--- config.mk ---
export PLATFORM = sky130hd
export DESIGN_NAME = scrapcpu_rom_fetch
export DESIGN_NICKNAME = d
export VERILOG_FILES = /design/src/rtl/scrapcpu_pkg.sv /design/src/rtl/scrapcpu_spi_shifter.sv /design/src/rtl/scrapcpu_rom_fetch.sv
export SDC_FILE = /design/constraint.sdc
export NUM_CORES = 1
export LEC_CHECK = 0
export BUFFER_PORTS_ARGS = -buffer_cell sky130_fd_sc_hd__buf_4
export CAP_MARGIN = 25
export CORE_AREA = 2 2 87 97
export DETAILED_ROUTE_END_ITERATION = 16
export DIE_AREA = 0 0 89 99
export SLEW_MARGIN = 5
export SYNTH_ARGS = -nofsm -noshare
export SYNTH_HDL_FRONTEND = slang
export SYNTH_SLANG_ARGS = --single-unit
export TNS_END_PERCENT = 50
--- constraint.sdc ---
create_clock -name wb_clk_i -period 2.1 [get_ports wb_clk_i]
set_input_delay 0.21 -clock wb_clk_i [delete_from_list [all_inputs] [get_ports wb_clk_i]]
set_output_delay 0.21 -clock wb_clk_i [all_outputs]
set_load 0.01 [all_outputs]
--- src/rtl/scrapcpu_pkg.sv ---
// Shared definitions for the scrapcpu instruction-fetch path: SPI command
// opcode, fetch FSM states and the READ command word builder.
package scrapcpu_pkg;

   localparam logic [7:0]  CMD_READ          = 8'h03;
   localparam logic [23:0] DEFAULT_BASE_ADDR = 24'h000000;

   localparam int BIT_CNT_W = 6;
   // A cold access is one continuous 40-bit frame: 32 command/address bits
   // followed by 8 data bits. A sequential access is just the 8 data bits.
   localparam logic [BIT_CNT_W-1:0] COLD_BITS = 6'd40;
   localparam logic [BIT_CNT_W-1:0] SEQ_BITS  = 6'd8;
   localparam logic [BIT_CNT_W-1:0] CMD_LAST  = 6'd9;

   typedef enum logic [2:0] {
      ST_IDLE,
      ST_CMD,
      ST_DATA,
      ST_HOLD,
      ST_DESEL
   } fetch_state_t;

   function automatic logic [31:0] read_cmd_word(input logic [23:0] base,
                                                 input logic [23:0] pc);
      return {CMD_READ, base + pc};
   endfunction

endpackage

--- src/rtl/scrapcpu_spi_shifter.sv ---
// SPI mode-0 bit engine: CLK_DIV-cycle half periods, MSB-first shift-out of a
// 32-bit word, MSB-first shift-in of the last 8 bits, one bit_end per bit.
module scrapcpu_spi_shifter
   import scrapcpu_pkg::*;
#(
   parameter int CLK_DIV = 2
) (
   input  logic                 clk,
   input  logic                 rst,
   input  logic                 start,
   input  logic [BIT_CNT_W-1:0] len,
   input  logic [31:0]          tx_word,
   input  logic                 miso,
   output logic                 sclk,
   output logic                 mosi,
   output logic                 bit_end,
   output logic [BIT_CNT_W-1:0] remaining,
   output logic [7:0]           rx_byte
);

   localparam int DIV_W = (CLK_DIV > 1) ? $clog2(CLK_DIV) : 1;
   localparam logic [DIV_W-1:0] DIV_LAST = DIV_W'(CLK_DIV - 1);

   logic             active;
   logic [DIV_W-1:0] div_cnt;
   logic [31:0]      tx_sh;
   logic             half_end;

   assign half_end = active && (div_cnt == DIV_LAST);
   assign bit_end  = half_end && sclk;
   // Zeros shift in behind the command, so mosi rests low once it is sent.
   assign mosi     = tx_sh[31];

   always_ff @(posedge clk) begin
      if (rst) begin
         active    <= 1'b0;
         sclk      <= 1'b0;
         div_cnt   <= '0;
         remaining <= '0;
         tx_sh     <= '0;
         rx_byte   <= '0;
      end else if (start) begin
         active    <= 1'b1;
         sclk      <= 1'b0;
         div_cnt   <= '0;
         remaining <= len;
         tx_sh     <= tx_word;
      end else if (active) begin
         if (half_end) begin
            div_cnt <= '0;
            sclk    <= ~sclk;
            // Capture miso on the edge where sclk rises.
            if (!sclk) begin
               rx_byte <= {rx_byte[6:0], miso};
            end else begin
               tx_sh     <= {tx_sh[30:0], 1'b0};
               remaining <= remaining - BIT_CNT_W'(1);
               if (remaining == BIT_CNT_W'(1)) begin
                  active <= 1'b0;
               end
            end
         end else begin
            div_cnt <= div_cnt + DIV_W'(1);
         end
      end
   end

endmodule

--- src/rtl/scrapcpu_rom_fetch.sv ---
// Instruction fetch from W25Q128JV over SPI READ; keeps CS low across sequential
// fetches (16*CLK_DIV cycles each), cold/jump fetches cost a full 80*CLK_DIV frame.
module scrapcpu_rom_fetch
   import scrapcpu_pkg::*;
#(
   parameter int          PC_W        = 10,
   parameter logic [23:0] BASE_ADDR   = DEFAULT_BASE_ADDR,
   parameter int          CLK_DIV     = 2,
   parameter int          CS_HIGH_CYC = 4
) (
   input  logic            wb_clk_i,
   input  logic            wb_rst_i,
   input  logic            fetch_req,
   input  logic [PC_W-1:0] fetch_addr,
   output logic            busy,
   output logic            instr_valid,
   output logic [7:0]      instr,
   output logic            rom_cs_n,
   output logic            rom_sclk,
   output logic            rom_mosi,
   input  logic            rom_miso,
   output logic            rom_wp_n,
   output logic            rom_hold_n
);

   localparam int DSL_W = (CS_HIGH_CYC > 1) ? $clog2(CS_HIGH_CYC) : 1;
   localparam logic [DSL_W-1:0] DSL_LAST = DSL_W'(CS_HIGH_CYC - 1);

   fetch_state_t         state, state_nxt;
   logic [PC_W-1:0]      last_addr;
   logic [PC_W-1:0]      addr_inc;
   logic [PC_W-1:0]      cmd_pc;
   logic [DSL_W-1:0]     desel_cnt;
   logic                 accept;
   logic                 seq_hit;
   logic                 finish;
   logic                 sh_start;
   logic [BIT_CNT_W-1:0] sh_len;
   logic [31:0]          sh_word;
   logic                 sh_bit_end;
   logic [BIT_CNT_W-1:0] sh_remaining;
   logic [7:0]           sh_rx;

   assign rom_wp_n   = 1'b1;
   assign rom_hold_n = 1'b1;

   // busy stays up through the instr_valid cycle, so a request is only taken
   // in IDLE or HOLD once the previous response has been delivered.
   assign busy     = (state == ST_CMD) || (state == ST_DATA) || (state == ST_DESEL) || instr_valid;
   assign accept   = fetch_req && !busy;
   assign addr_inc = last_addr + PC_W'(1);
   // A wrap from all-ones back to zero must re-issue the command.
   assign seq_hit  = (last_addr != '1) && (fetch_addr == addr_inc);

   always_comb begin
      state_nxt = state;
      sh_start  = 1'b0;
      sh_len    = COLD_BITS;
      cmd_pc    = last_addr;
      finish    = 1'b0;
      case (state)
         ST_IDLE: begin
            if (accept) begin
               state_nxt = ST_CMD;
               sh_start  = 1'b1;
               cmd_pc    = fetch_addr;
            end
         end
         ST_CMD: begin
            if (sh_bit_end && (sh_remaining == CMD_LAST)) begin
               state_nxt = ST_DATA;
            end
         end
         ST_DATA: begin
            if (sh_bit_end && (sh_remaining == BIT_CNT_W'(1))) begin
               state_nxt = ST_HOLD;
               finish    = 1'b1;
            end
         end
         ST_HOLD: begin
            if (accept) begin
               if (seq_hit) begin
                  state_nxt = ST_DATA;
                  sh_start  = 1'b1;
                  sh_len    = SEQ_BITS;
               end else begin
                  state_nxt = ST_DESEL;
               end
            end
         end
         ST_DESEL: begin
            if (desel_cnt == DSL_LAST) begin
               state_nxt = ST_CMD;
               sh_start  = 1'b1;
            end
         end
         default: state_nxt = ST_IDLE;
      endcase
      sh_word = (sh_len == SEQ_BITS) ? 32'h0 : read_cmd_word(BASE_ADDR, 24'(cmd_pc));
   end

   always_ff @(posedge wb_clk_i) begin
      if (wb_rst_i) begin
         state       <= ST_IDLE;
         last_addr   <= '0;
         desel_cnt   <= '0;
         instr_valid <= 1'b0;
         instr       <= 8'h00;
         rom_cs_n    <= 1'b1;
      end else begin
         state       <= state_nxt;
         instr_valid <= finish;
         rom_cs_n    <= (state_nxt == ST_IDLE) || (state_nxt == ST_DESEL);
         if (finish) begin
            instr <= sh_rx;
         end
         if (accept) begin
            last_addr <= fetch_addr;
         end
         desel_cnt <= (state == ST_DESEL) ? desel_cnt + DSL_W'(1) : '0;
      end
   end

   scrapcpu_spi_shifter #(
      .CLK_DIV (CLK_DIV)
   ) u_shifter (
      .clk       (wb_clk_i),
      .rst       (wb_rst_i),
      .start     (sh_start),
      .len       (sh_len),
      .tx_word   (sh_word),
      .miso      (rom_miso),
      .sclk      (rom_sclk),
      .mosi      (rom_mosi),
      .bit_end   (sh_bit_end),
      .remaining (sh_remaining),
      .rx_byte   (sh_rx)
   );

endmodule

# Word level (Yosys, flattened, before mapping)

Index checks and enable logic that the tools add are counted.

Equal/unequal tests: 11
Reductions and logical operators: 21
Multiplexer cells: 34
Bitwise logic cells: 3
Add/sub/neg operators: 4

Operator list:

| kind                                                                   | number |
|---|---|
| 32-bit two-way mux                                                     | 4 |
| 6-bit two-way mux                                                      | 7 |
| 26-bit two-way mux                                                     | 1 |
| 10-bit two-way mux                                                     | 2 |
| 3-bit two-way mux                                                      | 6 |
| 3-bit case mux with 5 select lines                                     | 1 |
| 6-bit by 4-bit equality test with 1-bit output (second input constant) | 2 |
| 1-bit two-way mux                                                      | 12 |
| 10-bit by 1-bit adder with 10-bit output (second input constant)       | 1 |
| 10-bit equality test                                                   | 1 |
| 10-bit inequality test (second input constant)                         | 1 |
| 3-bit by 2-bit equality test with 1-bit output (second input constant) | 2 |
| 3-bit equality test (second input constant)                            | 2 |
| 6-bit by 1-bit equality test with 1-bit output (second input constant) | 1 |
| 1-bit logical AND                                                      | 6 |
| 3-bit zero test                                                        | 2 |
| 2-bit nonzero test                                                     | 3 |
| 6-bit by 1-bit subtractor with 6-bit output (second input constant)    | 1 |
| 1-bit logical OR                                                       | 4 |
| 4-bit AND reduction                                                    | 1 |
| 2-bit OR reduction                                                     | 2 |
| 3-bit by 1-bit equality test with 1-bit output (second input constant) | 1 |
| 1-bit inverter                                                         | 3 |
| 1-bit case mux with 3 select lines                                     | 1 |
| 6 further kinds                                                        | 6 |

Bits in registers: 74
Output and inout port bits: 15
Logic and storage cells: 85

# Logic depth before layout (Yosys ltp)

Gate-level depths: netlist (run 1).

Depth in word-level cells: 11
Mapped depth: 10

# Cells and area by module

From an unflattened synthesis (run 1), not the netlist that was laid out.

Cells, all modules: 463
Area total of the unflattened synthesis: 3915.0 um2

Modules (own cells, without submodules):

| module               | cells each | area each (um2) | times used |
|---|---|---|---|
| scrapcpu_spi_shifter | 260        | 2192.1          | 1 |
| scrapcpu_rom_fetch   | 203        | 1722.9          | 1 |

# Worst setup path after synthesis (run 1)

No wires, ideal clock.

Path kind: register -> register
From: register last_addr[0]
To: register u_shifter.tx_sh[9]
Arrival: 2.119 ns
Cell stages (with the launch flop): 11
Path buffers: 2
Setup slack: -0.153 ns
Period minus slack after synthesis: 2.253 ns
Cells stage by stage: dfxtp_1 > ha_1 > and4_1 > nand4_1 > o22ai_1 > o22ai_2 > nor4_4 > or3_1 > buf_6 > buf_8 > o22ai_2

Word-level cells in the longest chain between the ends: 9
Elaborated cells between the ends (all ways): 17
Classes of those cells: add/sub: 1; eq/ne: 3; mux: 8; reduce/logical: 5

Ends and longest elaborated chain:

| what                                           | RTL line                   | text |
|---|---|---|
| start: declaration                             | scrapcpu_rom_fetch.sv:30   | `logic [PC_W-1:0] last_addr;` |
| start signal: assignment                       | scrapcpu_rom_fetch.sv:118  | `last_addr <= fetch_addr;` |
| 10-bit by 1-bit adder with 10-bit output       | scrapcpu_rom_fetch.sv:51   | `assign addr_inc = last_addr + PC_W'(1);` |
| 10-bit equality test                           | scrapcpu_rom_fetch.sv:53   | `assign seq_hit = (last_addr != '1) && (fetch_addr == addr_inc);` |
| 1-bit logical AND (*)                          | scrapcpu_rom_fetch.sv:53   |  |
| 6-bit two-way mux                              | scrapcpu_rom_fetch.sv:82   | `if (seq_hit) begin` |
| 6-bit two-way mux                              | scrapcpu_rom_fetch.sv:81   | `if (accept) begin` |
| 6-bit two-way mux                              | scrapcpu_rom_fetch.sv:61   | `case (state)` |
| 6-bit by 4-bit equality test with 1-bit output | scrapcpu_rom_fetch.sv:99   | `sh_word = (sh_len == SEQ_BITS) ? 32'h0 : read_cmd_word(BASE_ADDR, 24'(cmd_pc));` |
| 26-bit two-way mux                             | scrapcpu_rom_fetch.sv:99   |  |
| 32-bit two-way mux                             | scrapcpu_spi_shifter.sv:42 | `end else if (start) begin` |
| end signal: assignment                         | scrapcpu_spi_shifter.sv:47 | `tx_sh <= tx_word;` |
| end signal: assignment                         | scrapcpu_spi_shifter.sv:56 | `tx_sh <= {tx_sh[30:0], 1'b0};` |
| end: declaration                               | scrapcpu_spi_shifter.sv:26 | `logic [31:0] tx_sh;` |

Mark *: on every way between the ends. The rest lies on a longest branch, timed or not.
A chain may end at the register's enable or synchronous reset.

# Worst setup path after layout (run 1)

From: register last_addr[0]
To: register u_shifter.rx_byte[3]

Word-level cells in the longest chain between the ends: 8
Elaborated cells between the ends (all ways): 9
Classes of those cells: add/sub: 1; eq/ne: 2; mux: 3; bitwise: 1; reduce/logical: 2

Ends and longest elaborated chain:

| what                                     | RTL line                   | text |
|---|---|---|
| 10-bit by 1-bit adder with 10-bit output | scrapcpu_rom_fetch.sv:51   |  |
| 10-bit equality test                     | scrapcpu_rom_fetch.sv:53   |  |
| 1-bit logical AND (*)                    | scrapcpu_rom_fetch.sv:53   |  |
| 1-bit two-way mux (*)                    | scrapcpu_rom_fetch.sv:82   |  |
| 1-bit two-way mux (*)                    | scrapcpu_rom_fetch.sv:81   |  |
| 1-bit case mux with 3 select lines (*)   | scrapcpu_rom_fetch.sv:61   |  |
| 1-bit inverter (no line) (*)             | -                          |  |
| 4-bit AND reduction (no line) (*)        | -                          |  |
| end signal: assignment                   | scrapcpu_spi_shifter.sv:54 | `rx_byte <= {rx_byte[6:0], miso};` |
| end: declaration                         | scrapcpu_spi_shifter.sv:18 | `output logic [7:0] rx_byte` |

Marks and branches as above.

==> flow_results.org, run 1 <==
** Setup path
- Worst flop-to-flop path endpoint :: u_shifter.rx_byte[3]
- Critical path's largest stage delay :: approximately 370 ps
- Number of cells on the critical path :: 10
- Start-to-end type of the worst setup path :: register to register
- In this run the register-to-register setup slack is about 95 ps.
- Critical Path, Cell by Cell :: ha_4, and4_4, nand4_1, o22ai_2, o22ai_2, nor4_4, buf_4, nor4_4, buf_6, mux2i_1
- In this run the critical register-to-register path is launched from last_addr[0].
- Worst setup startpoint :: last_addr[0]
- In this run the worst path has a maximum fanout of 8.
- Worst Setup End Kind :: register
- Largest delay share family, worst path :: simple AND/OR/NAND/NOR gates
- Data required time of the critical path :: between 2000 and 2500 ps
- STA puts the critical path data arrival time at between 2000 and 2500 ps.
- The slowest stage of the critical path is the dfxtp_4 cell.
- Worst r2r path cells :: 10
- Worst path buffer plus inverter count :: 2
- Critical Path Start Type :: register

** Logic synthesis
- The share of the Yosys chip area taken by registers is a little over two fifths.
- Summing every instance area after synthesis gives roughly 0.0034 mm^2.
- After synthesis, the cell types taking the most area are dfxtp_1, mux2i_1, nand2_1.
- Async set-or-reset flop fraction in the synthesized netlist :: 0%
- Counting flops and latches in the post-synthesis netlist gives between 70 and 80.
- Yosys synthesis warning count :: 0
- The synthesized design devotes to its leading area cell type a little over two fifths of total area.
- Mean post-synth cell area :: slightly above 9 um^2
- Among all flip-flop cells after synthesis, the most frequent one is dfxtp_1.
- Distinct cells, synth :: 50
- The biggest area contributor in the post-synthesis netlist is dfxtp_1.
- Counting flops with a built-in enable in the synthesized netlist gives 0.
- The cell count after synthesis came out at 378.

** Floorplan
- The initial utilization of the core area, before any placement, comes to 43.9%.
- Vert. Die Dim :: 99 um
- The die covers ~0.0088 mm^2.
- Core Box Area :: about 0.008 mm^2
- Die Wd :: about 89 um
- Rows :: 34
- During I/O placement, the number of pins put on the boundary was 29.

** Flow run
- Across the run, the number of max-cap violations was 0.

** Hold path
- The startpoint identified for the worst hold timing path is rom_miso.
- The path with the worst hold slack has its endpoint at u_shifter.rx_byte[0].
- Depth of the worst hold-timing path :: 3
- Hold Path Class :: input pin to register

** Placed design
- Gp weighted congestion :: a little over 0.8
- Half-perimeter wire length after detailed placement :: 4.78 mm
- Post-place setup slack :: -1.08 ps
- The number of placed instances, taps included, is between 500 and 600.
- IO Port Bufs :: 26

** Route
- Number of optimization iterations in the first detailed-route pass :: 4
- Wire length reported by the detailed router :: just over 7 mm
- Dividing the detail-routed via count by the number of cells gives 5.10.
- The detail route stage leaves a number of antenna-violating nets equal to 0.
- Across all layers, the routed design uses between 2000 and 3000 vias.
- Initial DRC Count :: 117
- DR DRC count :: 0
- After detailed routing, the average wire length per cell comes to between 10 and 15 um.

** GRT
- The via count of the first global-routing pass is between 2000 and 3000.
- In the global route stage, overall resource usage came out at around 17%.
- Global routing consumed, on the met3 layer, under 10% of the routing resources.
- For this run, global-route usage on met1 was measured as ~22%.
- The total overflow left after global routing is 0.
- Most crowded layer after global routing :: met2
- Initial antenna violation count :: 0
- Wire length of the first global-routing pass :: 11.8 mm
- Entering global routing, the biggest net connects 37 pins.
- Met2 routing resource usage after global routing :: a little over a quarter

** STA
- Layout Skew :: 14.3 ps
- Final period util :: around 95%
- The worst path in the final design needs a cycle of between 2000 and 2500 ps, including I/O delays and setup.
- Derived from the worst setup path, the maximum achievable clock frequency is ~500 MHz.
- The max-slew violation count is 0.
- The final number of hold-violating endpoints came to 0.
- Setup repair after global routing could not meet its margin everywhere.
- Final critical-path setup slack :: ~95 ps
- Setup-violating endpoint count in the final report :: 0

** Clocking
- In this run, CTS created clock tree buffers numbering 9.
- Hold buffer count at cts :: 0
- CTS tree :: built
- In this run the number of H-tree levels came out at 3.
- The tree is rooted in a clkbuf_8.
- No sink is reached through more buffers than the 2 on the longest clock path.
- The clock drives 74 sinks.
- For the worst-skew pair, the clock arrives at the later sink with an insertion delay of 350 ps.
- Clock input transition at the sequential cells of the worst setup and hold paths :: ~90 ps

** Cells and area
- In the layout the commonest cells are dfxtp_1, nand2_1, buf_4.
- Final non-filler cell total :: 529
- Fraction of layout cells with a size suffix above 1 :: 25.2%
- 0 antenna diodes ended up in the layout.
- Number of fill cells :: 722
- The library cell used most frequently in the layout, excluding fill and tap cells, is dfxtp_1.
- For this run, the share of the core covered by cells in the final layout is between 50% and 60%.
- Area growth syn-to-layout :: 22.3%
- The net count of the finished layout is ~430.

** Power and ir drop
- Power per cell area :: 751 mW/mm^2
- Peak supply drop :: slightly below 0.4 mV
- Summed over all cells, the static leakage comes to about 0.0017 uW.

** Status
- The run finished with clean final reports.
-- tightest hold or removal path: cells and delay by family --
kind,cells,cell delay (ps)
simple gates,1,40
mux,1,50
buf+inv,1,110
-- sequential cells by signal, summed over array words and instances (netlist names), 2 cells and up --
name / cells
u_shifter.tx_sh: 32
last_addr: 10
instr: 8
u_shifter.rx_byte: 8
u_shifter.remaining: 6
state: 3
desel_cnt: 2
-- logic make-up (layout without fill, tap and decap cells) --
| kind of cell | Yosys count | in the layout | share of synthesized area, % |
|---|---|---|---|
| AO/OA/AOI/OAI | 63 | 63 | 11.6 |
| XOR/XNOR | 18 | 18 | 4.58 |
| adder cells (fa/ha/maj) | 4 | 4 | 1.46 |
| buffers and inverters | 32 | 74 | 5.53 |
| flip-flops | 74 | 74 | 43.1 |
| multiplexers | 45 | 45 | 13.1 |
| other | 1 | 2 | 0.109 |
| AND/OR/NAND/NOR | 141 | 141 | 20.6 |
-- through the flow --
step / TNS (ps) / power [uW] / hold slack (ps) / area (um^2)
global placement: 0 / 1830 / 422 / 3850
finish: 0 / 3160 / 106 / 4210
global route: -7.73 / 3280 / 100 / 4210
detailed placement: -1.08 / 1830 / 435 / 3850
floorplan: -792 / 1730 / 352 / 3490
CTS: 0 / 3160 / 92.7 / 4110
-- cells in the mapped netlist, types with 3 or more instances --
library cell   n
clkbuf_1      12
a21oi_1       28
buf_4          5
xor2_1        11
nand4_1        7
nor2_1        35
nor3_1         4
xnor2_1        7
o21ai_0        9
nand3_1        3
mux2i_1       45
inv_1          6
o22ai_2        4
o22ai_1        9
ha_1           4
nor4_1         3
nand2_1       65
dfxtp_1       74
buf_6          5
-- layer usage --
metal  part of all wire [%]  vias up
li1                       -     1380
met1                     47     1282
met2                     49       34
met3                    3.2        4
met4                   0.77        0
met5                      0        -
-- worst max-delay path by stage --
stage | to | slack [ps]
6_report | u_shifter.rx_byte[3] | 90
5_1_grt | u_shifter.rx_byte[3] | -8
4_1_cts | u_shifter.tx_sh[4] | 7
3_5_place_dp | u_shifter.tx_sh[2] | -1
3_3_place_gp | u_shifter.tx_sh[3] | 50
2_1_floorplan | u_shifter.tx_sh[9] | -60
-- timing repair --
action / CTS / global route
pin swaps: 0 / 10
setup buffers: 0 / 2
resized for setup: 2 / 15
cloned: 0 / 1
setup endpoints to repair: 11 / 50
-- final cells by class --
class                           count  area (um^2)  share of cell area (%)
Clock buffer                       10          149                    3.54
Clock inverter                      6         96.3                    2.29
Sequential cell                    74         1500                    35.6
Tap cell                          108          135                    3.21
Multi-Input combinational cell    273         1880                    44.7
Timing Repair Buffer               52          424                    10.1
Inverter                            6         22.5                   0.536
-- where the power goes --
group	internal, uW	total (uW)	switching (uW)
sequential	1440	1480	43.7
clock	754	1330	580
combinational	161	339	178
(Power assumes the default switching activity.)
==> run 2: changes to the inputs <==
Clock period 2.1 ns to 2 ns, I/O delays scaled along.
==> flow_results.org, run 2 (synthesized netlist as in run 1, its figures left out) <==
** Status
- Outcome :: complete, but fails checks
- Violations in the final reports :: negative setup slack

** Route
- In the routed design, unresolved DRC markers number 0.
- Once detail routing completed, the nets flagged for antenna violations numbered 0.
- Using the TritonRoute via totals, the vias-per-cell ratio works out to between 5 and 6.
- Routed length per placed instance :: 13.2 um
- Wire length reported by the detailed router :: about 7.1 mm
- Initial DRC Count :: 69
- Number of optimization iterations in the first detailed-route pass :: 5
- Vias after detailed routing :: ~2700

** Power and ir drop
- P_sw :: about 820 uW
- Combinational cells account for around an eighth of the total power.
- Peak supply drop :: 0.406 mV
- Cell internal power was estimated by the tool at between 2000 and 2500 uW.
- Per report_power, the clock group accounts for 37.8% of the total.
- Registers are responsible for approximately half of the overall power.
- Of the total power, the share spent switching nets is a little over a quarter.
- Leakage Power :: about 0.0017 uW
- Power per cell area :: around 730 mW/mm^2

** GRT
- The via count of the first global-routing pass was ~2500.
- Initial antenna violation count :: 0
- The layer flagged by global routing as most heavily used is met2.
- Global Route met1 Usage :: between 20% and 30%
- For met2 alone, demand over resource in global routing was 26.8%.
- Largest net degree at the start of global routing :: 33
- Met3 GRT Util :: ~3.1%
- Overflow after GRT :: 0
- Wire length of the first global-routing pass :: about 12 mm
- In the global route stage, overall resource usage came out at around 17%.

** Cells and area
- Register bank with the most flops :: u_shifter.tx_sh
- The number of antenna diodes in the final layout is 0.
- Utilization after layout :: a little under three fifths
- Registers with the highest flip-flop counts :: u_shifter.tx_sh x32, last_addr x10
- Final non-filler cell total :: roughly 540
- Area growth syn-to-layout :: 25.4%
- Fraction of layout cells with a size suffix above 1 :: between 20% and 30%
- Leading cell type in the layout, fill and taps excluded :: dfxtp_1
- The library cells used most frequently in the layout, excluding fill and tap cells, are dfxtp_1, nand2_1, buf_4.
- The register with the most flip-flops in the layout has 32 of them.
- After the last flow step, the layout net total stands at between 400 and 500.

** STA
- Peak Freq :: between 400 and 500 MHz
- Once routing completed, OpenROAD measured the worst setup slack at -59.1 ps.
- The final number of hold-violating endpoints is 0.
- Unrepaired setup endpoints after global routing :: true
- Final total negative setup slack :: -170 ps
- After layout, the minimum clock period comes to between 2000 and 2500 ps.
- Final period util :: 103%
- Setup-violating endpoint count in the final report :: 12
- The max-slew violation count is 0.
- Layout Skew :: about 11 ps

** Clocking
- Worst skew pair latency :: about 350 ps
- TritonCTS built the clock tree.
- The number of clock buffers added by TritonCTS is 9.
- Clock input transition at the sequential cells of the worst setup and hold paths :: about 80 ps
- H-tree lvl count :: 3
- Root Driver :: clkbuf_8
- Clock Sinks :: between 70 and 80
- No sink is reached through more buffers than the 2 on the longest clock path.

** Setup path
- Data required time of the critical path :: 2280 ps
- Critical Path Start Type :: register
- Highest fanout seen on the critical path :: 9
- Worst Setup End Kind :: register
- The critical path is of the register to register type.
- Arrival time at the worst endpoint :: around 2300 ps

** Placed design
- Gp weighted congestion :: 0.795
- Input and output buffers added on the ports amount to 26.
- Before CTS, the worst setup slack after placement is -123 ps.
- Cell count after placement :: 518
- Half-perimeter wire length after detailed placement :: approximately 4.8 mm

** Hold path
- Hold Path Class :: input pin to register

** Floorplan
- The floorplan step defined a core boundary enclosing 0.00783 mm^2.
- Full die area :: roughly 0.0088 mm^2
- During I/O placement, the number of pins put on the boundary was 29.
- The floorplan step set the die width to approximately 89 um.
- From bottom edge to top edge, the die measures between 90 and 100 um.
- Rows :: 34
- Effective utilization at floorplan :: between 40% and 50%

** Flow run
- The tool flagged a number of max-cap violations equal to 0.
## run 2: changes by cell type in the layout (fill, tap and decap cells not counted), moves of 2 or more
cell      before  now
dfxtp_2        5    3
a21oi_1       21   17
clkinv_4       2    0
xnor2_2        1    3
clkinv_2       0    2
a21oi_2        7   11
xnor2_1        6    4
buf_4         49   59
dfxtp_4        3    5
## run 2: worst max-delay path, stage by stage (launching register included)
cell and delay, ps:
dfxtp_4 360, ha_4 170, nand4_2 150, a21oi_2 140, nor3_1 60, o21ai_2 210
nor4_4 80, or3_4 440, clkbuf_16 190, a211oi_2 180
## run 2: through the flow
stage                     hold slack, ps  instance area (um^2)  total power, uW
after global placement               423                  3930             1940
after CTS                           98.4                  4220             3150
final                                109                  4310             3140
after global routing                 114                  4310             3270
after detailed placement             422                  3930             1940
after floorplan                      342                  3490             1820
## run 2: layout make-up
type	count	area [um^2]
Fill cell	755	3510
Tap cell	108	135
Sequential cell	74	1500
Inverter	6	22.5
Multi-Input combinational cell	273	1910
Clock inverter	6	62.6
Timing Repair Buffer	64	547
Clock buffer	10	138
## run 2: power by group through the flow
stage / Clock (uW) / Sequential (uW) / Combinational [uW]
2_1_floorplan: 0 / 1570 / 249
3_3_place_gp: 0 / 1590 / 350
3_5_place_dp: 0 / 1590 / 353
4_1_cts: 1220 / 1550 / 377
5_1_grt: 1270 / 1560 / 434
6_report: 1190 / 1550 / 402
## run 2: repair_timing
action,in CTS,in global routing
resized for setup,12,16
setup buffers,3,5
hold buffers,0,0
cloned,1,1
endpoints found under the setup margin,50,52
endpoints found under the hold margin,0,0
pin swaps,7,7
## run 2: final timing paths
kind,slack [ps],start,cells past startpoint,to
max,-60,last_addr[1],9,u_shifter.remaining[1]
min,110,rom_miso,3,u_shifter.rx_byte[0]
max reg2reg,-60,last_addr[1],9,u_shifter.remaining[1]
min reg2reg,430,desel_cnt[0],1,desel_cnt[0]
## run 2: per-layer routing
layer,vias up,share of wire [%],routed length [um]
met3,10,3.5,248
li1,1404,-,-
met2,46,46,3290
met4,0,1.7,125
met1,1269,49,3490
met5,-,0,0
